## src/rtl/pipeline_perf_monitor.sv

```systemverilog
// pipeline_perf_monitor: run-control and performance monitor for riscv_pipeline.
// Counts cycles, stalls, flushes and retired writebacks while in RUN, stops on
// a cycle-limit watchdog or after a quiet stretch with no retirements, and
// records retired writebacks into a first-word-fall-through trace FIFO.
// Optional macro PERF_TRACE_OVERWRITE_EN: a push into a full FIFO evicts the
// oldest entry instead of being dropped.
module pipeline_perf_monitor #(
  parameter int CNT_W       = 32,
  parameter int XLEN        = 32,
  parameter int TRACE_DEPTH = 8,
  parameter int MAX_CYCLES  = 50,
  parameter int QUIET_LIMIT = 8
) (
  input  logic             clk,
  input  logic             reset,
  input  logic             start,
  input  logic             clear,
  input  logic             stall_in,
  input  logic             flush_in,
  input  logic             wb_valid,
  input  logic [4:0]       wb_rd,
  input  logic [XLEN-1:0]  wb_data,
  input  logic             trace_pop,
  output logic             trace_valid,
  output logic [4:0]       trace_rd,
  output logic [XLEN-1:0]  trace_data,
  output logic             trace_overflow,
  output logic [CNT_W-1:0] cycle_cnt,
  output logic [CNT_W-1:0] stall_cnt,
  output logic [CNT_W-1:0] flush_cnt,
  output logic [CNT_W-1:0] retire_cnt,
  output logic [1:0]       state,
  output logic             done,
  output logic             timeout
);

  localparam int AW = $clog2(TRACE_DEPTH);
  localparam int QW = $clog2(QUIET_LIMIT + 1);
  localparam int EW = 5 + XLEN;

  typedef enum logic [1:0] {
    ST_IDLE    = 2'b00,
    ST_RUN     = 2'b01,
    ST_DONE    = 2'b10,
    ST_TIMEOUT = 2'b11
  } state_t;

  state_t state_reg, state_next;

  logic in_run;
  logic retire;
  logic push;

  assign in_run = (state_reg == ST_RUN);
  // Writes to x0 are architecturally invisible, so they do not retire.
  assign retire = wb_valid && (wb_rd != 5'd0);
  assign push   = in_run && retire;

  // ---------------------------------------------------------------- counters
  // Index 0 cycle, 1 stall, 2 flush, 3 retire.
  logic [3:0]            cnt_event;
  logic [3:0][CNT_W-1:0] cnt_val;

  assign cnt_event = {retire, flush_in, stall_in, 1'b1};

  genvar gi;
  generate
    for (gi = 0; gi < 4; gi++) begin : g_cnt
      logic [CNT_W-1:0] cnt_reg;
      // Saturating event counter, active only while running.
      always_ff @(posedge clk or posedge reset) begin
        if (reset) begin
          cnt_reg <= '0;
        end else if (clear) begin
          cnt_reg <= '0;
        end else if (in_run && cnt_event[gi] && (cnt_reg != {CNT_W{1'b1}})) begin
          cnt_reg <= cnt_reg + 1'b1;
        end
      end
      assign cnt_val[gi] = cnt_reg;
    end
  endgenerate

  assign cycle_cnt  = cnt_val[0];
  assign stall_cnt  = cnt_val[1];
  assign flush_cnt  = cnt_val[2];
  assign retire_cnt = cnt_val[3];

  // Watchdog fires on the cycle whose increment lands on MAX_CYCLES.
  logic [CNT_W-1:0] cycle_inc;
  logic             hit_max;

  assign cycle_inc = (cnt_val[0] == {CNT_W{1'b1}}) ? cnt_val[0] : cnt_val[0] + 1'b1;
  assign hit_max   = in_run && (cycle_inc == CNT_W'(MAX_CYCLES));

  // ------------------------------------------------------------ quiet counter
  logic [QW-1:0] quiet_reg;
  logic          quiet_hit;

  // While running, quiet_reg never exceeds QUIET_LIMIT-1, so +1 cannot overflow.
  assign quiet_hit = in_run && !retire && ((quiet_reg + 1'b1) == QW'(QUIET_LIMIT));

  // Counts consecutive non-retiring RUN cycles; restarts on retire or run start.
  always_ff @(posedge clk or posedge reset) begin
    if (reset) begin
      quiet_reg <= '0;
    end else if (clear) begin
      quiet_reg <= '0;
    end else if ((state_reg == ST_IDLE) && start) begin
      quiet_reg <= '0;
    end else if (in_run) begin
      quiet_reg <= retire ? '0 : quiet_reg + 1'b1;
    end
  end

  // ---------------------------------------------------------------------- FSM
  // State register.
  always_ff @(posedge clk or posedge reset) begin
    if (reset) begin
      state_reg <= ST_IDLE;
    end else if (clear) begin
      state_reg <= ST_IDLE;
    end else begin
      state_reg <= state_next;
    end
  end

  // Next-state logic; timeout takes precedence over done.
  always_comb begin
    state_next = state_reg;
    case (state_reg)
      ST_IDLE:    if (start) state_next = ST_RUN;
      ST_RUN: begin
        if (hit_max)        state_next = ST_TIMEOUT;
        else if (quiet_hit) state_next = ST_DONE;
      end
      default:    state_next = state_reg;
    endcase
  end

  assign state   = state_reg;
  assign done    = (state_reg == ST_DONE);
  assign timeout = (state_reg == ST_TIMEOUT);

  // --------------------------------------------------------------- trace FIFO
  logic [EW-1:0] mem [TRACE_DEPTH];
  logic [AW-1:0] wr_ptr_reg, rd_ptr_reg;
  logic [AW:0]   count_reg;
  logic          overflow_reg;
  logic          full, empty, pop, lost, wr_en, evict, rd_adv;
  logic [EW-1:0] head;

  assign full  = (count_reg == (AW+1)'(TRACE_DEPTH));
  assign empty = (count_reg == '0);
  assign pop   = trace_pop && !empty;
  // A push into a full FIFO with no pop to make room loses an entry somewhere.
  assign lost  = push && full && !pop;

`ifdef PERF_TRACE_OVERWRITE_EN
  assign wr_en = push;
  assign evict = lost;
`else
  assign wr_en = push && (!full || pop);
  assign evict = 1'b0;
`endif

  assign rd_adv = pop || evict;

  // Pointer, occupancy and sticky overflow tracking; pointers wrap naturally.
  always_ff @(posedge clk or posedge reset) begin
    if (reset) begin
      wr_ptr_reg   <= '0;
      rd_ptr_reg   <= '0;
      count_reg    <= '0;
      overflow_reg <= 1'b0;
    end else if (clear) begin
      wr_ptr_reg   <= '0;
      rd_ptr_reg   <= '0;
      count_reg    <= '0;
      overflow_reg <= 1'b0;
    end else begin
      if (wr_en)  wr_ptr_reg <= wr_ptr_reg + 1'b1;
      if (rd_adv) rd_ptr_reg <= rd_ptr_reg + 1'b1;
      if (wr_en && !rd_adv)      count_reg <= count_reg + 1'b1;
      else if (!wr_en && rd_adv) count_reg <= count_reg - 1'b1;
      if (lost) overflow_reg <= 1'b1;
    end
  end

  // Storage needs no reset: occupancy alone decides what is visible.
  always_ff @(posedge clk) begin
    if (wr_en) mem[wr_ptr_reg] <= {wb_rd, wb_data};
  end

  assign head           = mem[rd_ptr_reg];
  assign trace_valid    = !empty;
  assign trace_rd       = empty ? 5'd0 : head[EW-1:XLEN];
  assign trace_data     = empty ? '0 : head[XLEN-1:0];
  assign trace_overflow = overflow_reg;

endmodule

```

## config.mk

```make
export PLATFORM = sky130hd
export DESIGN_NAME = pipeline_perf_monitor
export DESIGN_NICKNAME = d
export VERILOG_FILES = /design/src/rtl/pipeline_perf_monitor.sv
export SDC_FILE = /design/constraint.sdc
export NUM_CORES = 1
export LEC_CHECK = 0
export ABC_CLOCK_PERIOD_IN_PS = 9620
export CAP_MARGIN = 20
export CORE_ASPECT_RATIO = 2
export CORE_MARGIN = 2
export CORE_UTILIZATION = 30
export DETAILED_ROUTE_END_ITERATION = 8
export MAX_ROUTING_LAYER = met4
export PLACE_DENSITY = 0.59
export SLEW_MARGIN = 10
export SYNTH_ARGS = -nofsm -noshare
export SYNTH_HDL_FRONTEND = slang
export SYNTH_SLANG_ARGS = --single-unit
```

## constraint.sdc

```tcl
create_clock -name clk -period 9.62 [get_ports clk]
set_clock_uncertainty 0.2 [all_clocks]
set_input_delay 1.924 -clock clk [delete_from_list [all_inputs] [get_ports clk]]
set_output_delay 1.924 -clock clk [all_outputs]
set_load 0.05 [all_outputs]
```

After elaboration in Yosys (flattened, before gate mapping) --
Memories as Yosys holds them, arrays and structs flattened. Index checks and enable logic that the tools add are counted.
Storage, ports and cells: memories kept 1, RAM bits 296, register bits 145
Memories:
- mem | depth 8, bits a word 37, read ports 1, clocked after memory_dff 0, wr ports 1, line 146 | logic [EW-1:0] mem [TRACE_DEPTH];
Operators by class: $add $sub $neg 9, equal/unequal tests 13, reduce and logical (&&, ||, !) cells 38, mux-type cells 31
Operators by type and width (count):
- $mux 32 | 10
- $add 32x1->32 const B | 4
- $ne 32x32->1 const B | 4
- $eq 32x32->1 const B | 1
- $eq 32x6->1 const B | 1
- $mux 4 | 7
- $logic_and 1x1->1 | 18
- $reduce_bool 2->1 | 7
- $mux 3 | 4
- $reduce_bool 3->1 | 3
- $add 4x1->4 const B | 2
- $eq 4x4->1 const B | 2
- $mux 2 | 4
- $add 3x1->3 const B | 2
- $logic_not 1->1 | 5
- $mux 5 | 1
- $reduce_bool 5->1 | 1
- $eq 2x2->1 const B | 2
- $logic_not 4->1 | 1
- $mux 1 | 4
- $ne 4x2->1 const B | 1
- $pmux 2 s2 | 1
- $sub 4x1->4 const B | 1
- $ne 3x3->1 const B | 1
- 4 further kinds | 4

Longest topological paths before layout --
depth in word-level cells 10, gate-level depth with buffers 13, mapped depth without buffers 13

Least setup slack after synthesis --
OpenSTA, ideal clock, no wires.
kind input port to flip-flop, start point input port wb_rd[3], end point memory mem[0][0] (netlist bit) (enable), data arrival time 5368 ps, buffers on the path 0, data required time 8943 ps, library setup time 477 ps, slack 3575 ps, cell stages on the path 5, cells stage by stage or4_1 -> o21ai_0 -> nand2b_1 -> or3_1 -> nor3_1
On the way: cells in the longest elaborated chain, start to end 6
Ends and longest elaborated chain:
- from (decl) | line 21 | input logic [4:0] wb_rd,
- $reduce_bool 5->1 | line 56 | assign retire = wb_valid && (wb_rd != 5'd0);
- $logic_and 1x1->1 | line 56
- $logic_and 1x1->1 | line 57 | assign push = in_run && retire;
- $logic_and 1x1->1 | line 163 | assign wr_en = push && (!full || pop);
- $mux 1 | line 192 | if (wr_en) mem[wr_ptr_reg] <= {wb_rd, wb_data};
- $mux 1 (implied by the code) | line 192
- to (decl) | line 146
Every way passes these cells.

Worst setup path after layout --
start point register rd_ptr_reg[0], end point output port trace_rd[4]
On the way: cells in the longest elaborated chain, start to end 2
Ends and longest elaborated chain:
- from (decl) | line 147 | logic [AW-1:0] wr_ptr_reg, rd_ptr_reg;
- from (signal assigned) | line 183 | if (rd_adv) rd_ptr_reg <= rd_ptr_reg + 1'b1;
- $mem_v2 8x37
- $mux 5 | line 197 | assign trace_rd = empty ? 5'd0 : head[EW-1:XLEN];
- to (decl) | line 25 | output logic [4:0] trace_rd,
Every way passes these cells.

==> impl_metrics.py <==
metrics = {
    "sta": {
        "min_period_ns": 6.080,
        "worst_slew_pin_slew_ns": 0.9207,
        "slew_headroom": 0.3862,
        "rsz0062_at_grt": "false",
        "fin_crit_sh": 0.6320,
        "hold_viol": 0,
        "tns_ns": 0,
        "setup_viol": 0,
        "setup_slack_ns": 3.540,
        "fmax_mhz": 164.5,
        "drv_slew": 0,
    },
    "setup_path": {
        "reg2reg_to": "state[0]",
        "rrSetupSlack_ns": 5.57,
        "cp_max_fo": 40,
        "startpoint_type": "flop",
        "arrival_ns": 3.96,
        "worstPathRequired_ns": 7.50,
        "r2r_start": "cycle_cnt[0]",
        "endpoint_kind": "primary output",
        "worstSetupPathType": "reg2out",
        "rr_worst_depth": 9,
    },
    "placement": {
        "gp_congestion": 0.8316,
        "portBuffers": 215,
        "placed_cells": 2370,
        "dp_hpwl_mm": 32.44,
        "dp_slack_ns": 3.633,
    },
    "job": {
        "max-cap-violations": 0,
    },
    "hold_path": {
        "worstHoldStart": "trace_overflow",
        "worstHoldEndpoint": "trace_overflow",
        "hold_path_depth": 2,
        "hold_path.class": "reg2reg",
    },
    "global_route": {
        "grt_pass1_vias": 12901,
        "met3_usage": 0.03544,
        "grt_max_degree": 88,
        "met1_usage": 0.1677,
        "top_usage_layer": "met2",
        "antenna_found_initial": 6,
        "grt.total_usage": 0.1537,
        "overflow": 0,
        "grtUsageMet2": 0.2718,
        "grt_pass1_wl_mm": 76.35,
    },
    "clocking": {
        "h-tree-depth": 2,
        "cts_setup_buffers": 0,
        "clkLatencyLatePin_ns": 0.58,
        "cts_hold_buf": 0,
        "clkTransAtPathRegs_ns": 0.07,
        "cts_tree": "built",
        "ctsResizeCount": 0,
        "cts_made_buffers": 42,
        "cts_root_buffer": "clkbuf_16",
        "cts_num_sinks": 441,
        "cts_buffer_depth": 3,
    },
    "floorplan": {
        "die_w_um": 183.0,
        "core.rowCount": 131,
        "start_util": 0.3024,
        "dieArea_um2": 66280,
        "core_um2": 63600,
        "ioPinCount": 216,
        "die_h_um": 362.1,
    },
    "logic_synthesis": {
        "synth_area_um2": 19230,
        "synth_top_area_frac": 0.4621,
        "synth_top_flop_cell": "edfxtp_1",
        "ys_ff_latch": 441,
        "avgSynthCellArea_um2": 13.73,
        "synthCells": 1401,
        "synth-async-reset-ratio": 0.3288,
        "ys_warn_count": 0,
        "synth-seq-area-share": 0.6508,
        "yosysTopAreaCell": "edfxtp_1",
        "yosysMostFrequentCell": "edfxtp_1",
        "syn_nets": 1457,
        "yosys-top-cells-area": "edfxtp_1 (46%), dfrtp_1 (19%), mux4_2 (8.7%), nor2_1 (3.6%), xor2_1 (2.6%)",
        "post_synth_most_frequent_cells": "edfxtp_1 (296), nor2_1 (182), dfrtp_1 (145)",
        "synth-edff-count": 296,
        "synth.distinct_cells": 52,
    },
    "drt": {
        "wire_per_inst_um": 20.13,
        "via_per_inst": 4.983,
        "drtPass1Iterations": 5,
        "drt_iter0_drc": 604,
        "drc": 0,
        "wirelength_mm": 49.39,
        "vias": 12229,
        "postRouteAntennaNets": 0,
    },
    "pwr": {
        "switching_share": 0.3008,
        "powerDensity_nw_per_um2": 211.6,
        "seqPwrFrac": 0.423,
        "power.share.combinational": 0.226,
        "netSwitchingPower_mw": 1.517,
        "p_leak_nw": 7.941,
        "clockPowerShare": 0.351,
        "intPower_mw": 3.527,
        "peakVddDrop_mv": 0.1294,
    },
    "final_layout": {
        "instances_no_fill": 2454,
        "largest_register": "mem",
        "area_delta_synth_final_pct": 23.93,
        "drive_gt1_frac": 0.1079,
        "largest_reg_flops": 296,
        "nets": 1673,
    },
    "run_status": {
        "status": "finished clean",
    },
}
[cell type report]
class	count	area, um^2
clock buffers	54	1116
repair buffers	232	2290
inverters	34	132.6
well taps	798	998.5
diodes	6	15.01
multi-input cells	866	6407
flip-flops and latches	441	12530
clock inverters	23	351.6
fillers	6055	39760
[how the worst max path moves through the flow]
stage	from	end	slack, ns	cells past startpoint
after CTS	rd_ptr_reg[0]	trace_rd[4]	3.29	5
after floorplan	wb_rd[3]	mem[0][0]	3.58	5
after global placement	wb_rd[0]	mem[1][10]	3.81	8
final	rd_ptr_reg[0]	trace_rd[4]	3.54	5
after global routing	rd_ptr_reg[0]	trace_rd[4]	3.16	5
after detailed placement	wb_rd[4]	mem[1][2]	3.63	8
[cell usage in the layout (no fill, tap or decap), drive strengths merged, types with 47 or more instances in the layout]
master	count
nand3	57
xor2	58
clkbuf	54
nor2	182
mux4	74
a21oi	47
xnor2	51
dfrtp	145
edfxtp	296
clkdlybuf4s50	214
nand2	95
o21ai	48
[worst max-delay path: stages (launching register included)]
cell,delay (ns)
dfrtp_4,0.92
buf_4,0.75
mux4_2,0.59
mux2i_1,0.21
nor2_1,0.15
clkdlybuf4s50_1,0.76
[metal layers]
layer,up-vias,routed length (um)
li1,5632,-
met1,6216,18760
met2,299,26050
met3,82,3140
met4,0,1445
met5,-,0
[power by group through the flow]
stage                     Clock [mW]  Sequential (mW)  Combinational, mW
final                           1.77             2.13               1.14
after global routing            1.90             2.14               1.22
after CTS                       1.84             2.15               1.15
after detailed placement           0             2.19               1.14
after global placement             0             2.19               1.14
after floorplan                    0             2.13              0.827
[logic make-up after synthesis]
kind of cell,after synthesis,share of synthesized area
adders and majority gates,11,0.007546
muxes,117,0.1090
AOI/OAI and AO/OA,122,0.03598
and+or+nand+nor,507,0.1276
buffers and inverters,94,0.01945
DFF,441,0.6508
xor gates and xnor gates,109,0.04964
[stage by stage]
stage,hold WS (ns),power [mW],instance area [um^2],util
3_3_place_gp,0.2939,3.333,22330,0.3512
4_1_cts,0.3252,5.137,23800,0.3743
3_5_place_dp,0.3026,3.336,22330,0.3512
2_1_floorplan,0.2939,2.954,19230,-
5_1_grt,0.3639,5.262,23840,0.3748
6_report,0.3176,5.044,23840,0.3748
(Power assumes the default switching activity.)
==> variant, RTL diff (config.mk and constraints unchanged) <==
Register the output `cycle_cnt`; this adds one clock of latency there. The other outputs are not delayed to match.
--- a/src/rtl/pipeline_perf_monitor.sv
+++ b/src/rtl/pipeline_perf_monitor.sv
@@ -82,5 +82,7 @@
   endgenerate
 
-  assign cycle_cnt  = cnt_val[0];
+  always_ff @(posedge clk) begin
+    cycle_cnt <= cnt_val[0];
+  end
   assign stall_cnt  = cnt_val[1];
   assign flush_cnt  = cnt_val[2];
Function: changed (Yosys sat finds a counterexample within 4 cycles, from zero or initial values and one cycle with reset high).
==> variant against the unedited design <==
  * Power grew 1.2%
  * Global-route usage grew 0.44 points
  * Wire length grew 8.2%
  * Count of clock-buffer cells in the layout grew 2
  * Worst hold slack lost 62 ps
  * Combinational power grew 4%
  * Setup slack lost 58 ps
  * Non-clock buffer count grew 2
  * Sequential share of layout area grew 0.48 points
  * First-iteration DRC count grew 19%
  * Area after synthesis grew 5.5%
  * Cell area grew 4.2%
  * Sequential cell count grew 32
==> variant: results (changes against the unedited design) <==
[worst_setup_path]
crit_path_max_incr_delay_ps = 950  ; +30 ps
cp.arrival_ps = 4010  ; +50 ps
reg2reg_from = count_reg[0]

[min_path]
min_from = g_cnt[0].cnt_reg[11]

[run_status]
status = complete, no violations

[synth]
synth_cell_types = 57  ; +9.6%
synth-seq-area-share_pct = 64.87  ; -0.21 points
synth_nets = 1530  ; +5.0%
synthTopCellsByCount = edfxtp_1 (296), nor2_1 (152), dfrtp_1 (145), mux4_2 (74), nand2_1 (74)

[global_route]
met1_usage_pct = 16.99  ; +0.22 points
use_met2_pct = 29.16  ; +2.0 points
grt_pass1_vias = 13856  ; +7.4%
antenna_found_initial = 4  ; -2
grtUsageMet3_pct = 2.964  ; -0.58 points
grt_usage_pct = 15.80  ; +0.44 points
grt_first_pass_wirelength_um = 83150  ; +8.9%

[final_layout]
fillerInstances = 6341  ; +4.7%
drive_gt1_share_pct = 10.91  ; +0.12 points
nNetsFinal = 1727  ; +3.2%

[place]
dpl_cell_area_um2 = 23430  ; +4.9%
routabilityCongestion = 0.8174  ; -1.7%

[power_and_ir_drop]
power.leakage_nw = 8.172  ; +2.9%
peakVddDrop_uv = 147.1  ; +14%

[timing]
tightest_slew_ps = 1034  ; +113.2 ps

[detailed_routing]
initialDrtViolationCount = 721  ; +19%
first_pass_iters = 6  ; +1
vias = 13280  ; +8.6%
routed_wl_um = 53450  ; +8.2%

[clock_network]
numCtsBuffers = 44  ; +4.8%

variant: changes by cell type after synthesis, moves of 19 or more:
cell	before	now
xor2_1	58	34
dfxtp_1	0	32
o31ai_1	3	23
or4_1	6	27
nor2_1	182	152
nand2_1	94	74
nor4_1	8	27
clkbuf_1	38	61
variant: metal layers:
layer	share of wire, %	vias up
li1	-	6017
met1	38	6809
met2	54	367
met3	5.0	87
met4	2.8	0
met5	0	-
variant: cell type report:
cell class / instances / area, um^2 / area share [%]
diodes: 5 / 12.51 / 0.05039
clock inverters: 24 / 160.2 / 0.6449
inverters: 24 / 95.09 / 0.3829
flip-flops and latches: 473 / 13170 / 53.03
well taps: 884 / 1106 / 4.454
clock buffers: 56 / 1199 / 4.827
multi-input cells: 894 / 6779 / 27.30
repair buffers: 234 / 2312 / 9.311
variant: worst paths after layout:
kind,depth (start not counted),end,slack [ps]
worst max-delay path,5,trace_data[2],3480
worst min-delay path,0,cycle_cnt[11],260
worst max register to register,11,count_reg[3],5940
worst min register to register,0,cycle_cnt[11],260
max in group asynchronous,3,wr_ptr_reg[0],6130
min in group asynchronous,2,stall_cnt[15],1720
variant: logic make-up (layout without fill, tap and decap cells):
group / Yosys count / count (layout) / synth area share, %
xor gates and xnor gates: 77 / 77 / 3.325
other: 0 / 5 / 0
DFF: 473 / 473 / 64.87
adders and majority gates: 11 / 11 / 0.7156
AOI/OAI and AO/OA: 174 / 174 / 5.293
and+or+nand+nor: 508 / 508 / 13.02
muxes: 124 / 124 / 10.73
buffers and inverters: 107 / 338 / 2.048
variant: per-stage QoR:
step	util [%]	cells	worst slack, ps	power [mW]
finish	37.12	2594	3483	5.104
global route	37.12	2593	3156	5.313
CTS	37.05	2587	3329	5.194
detailed placement	35.02	2507	3983	3.495
global placement	35.02	2507	3997	3.485
floorplan	-	1474	3594	3.074
variant: where the power goes:
group	internal, mW	switching [mW]
Sequential	2.19	0.0626
Clock	0.893	0.780
Combinational	0.425	0.757
Total	3.50	1.60
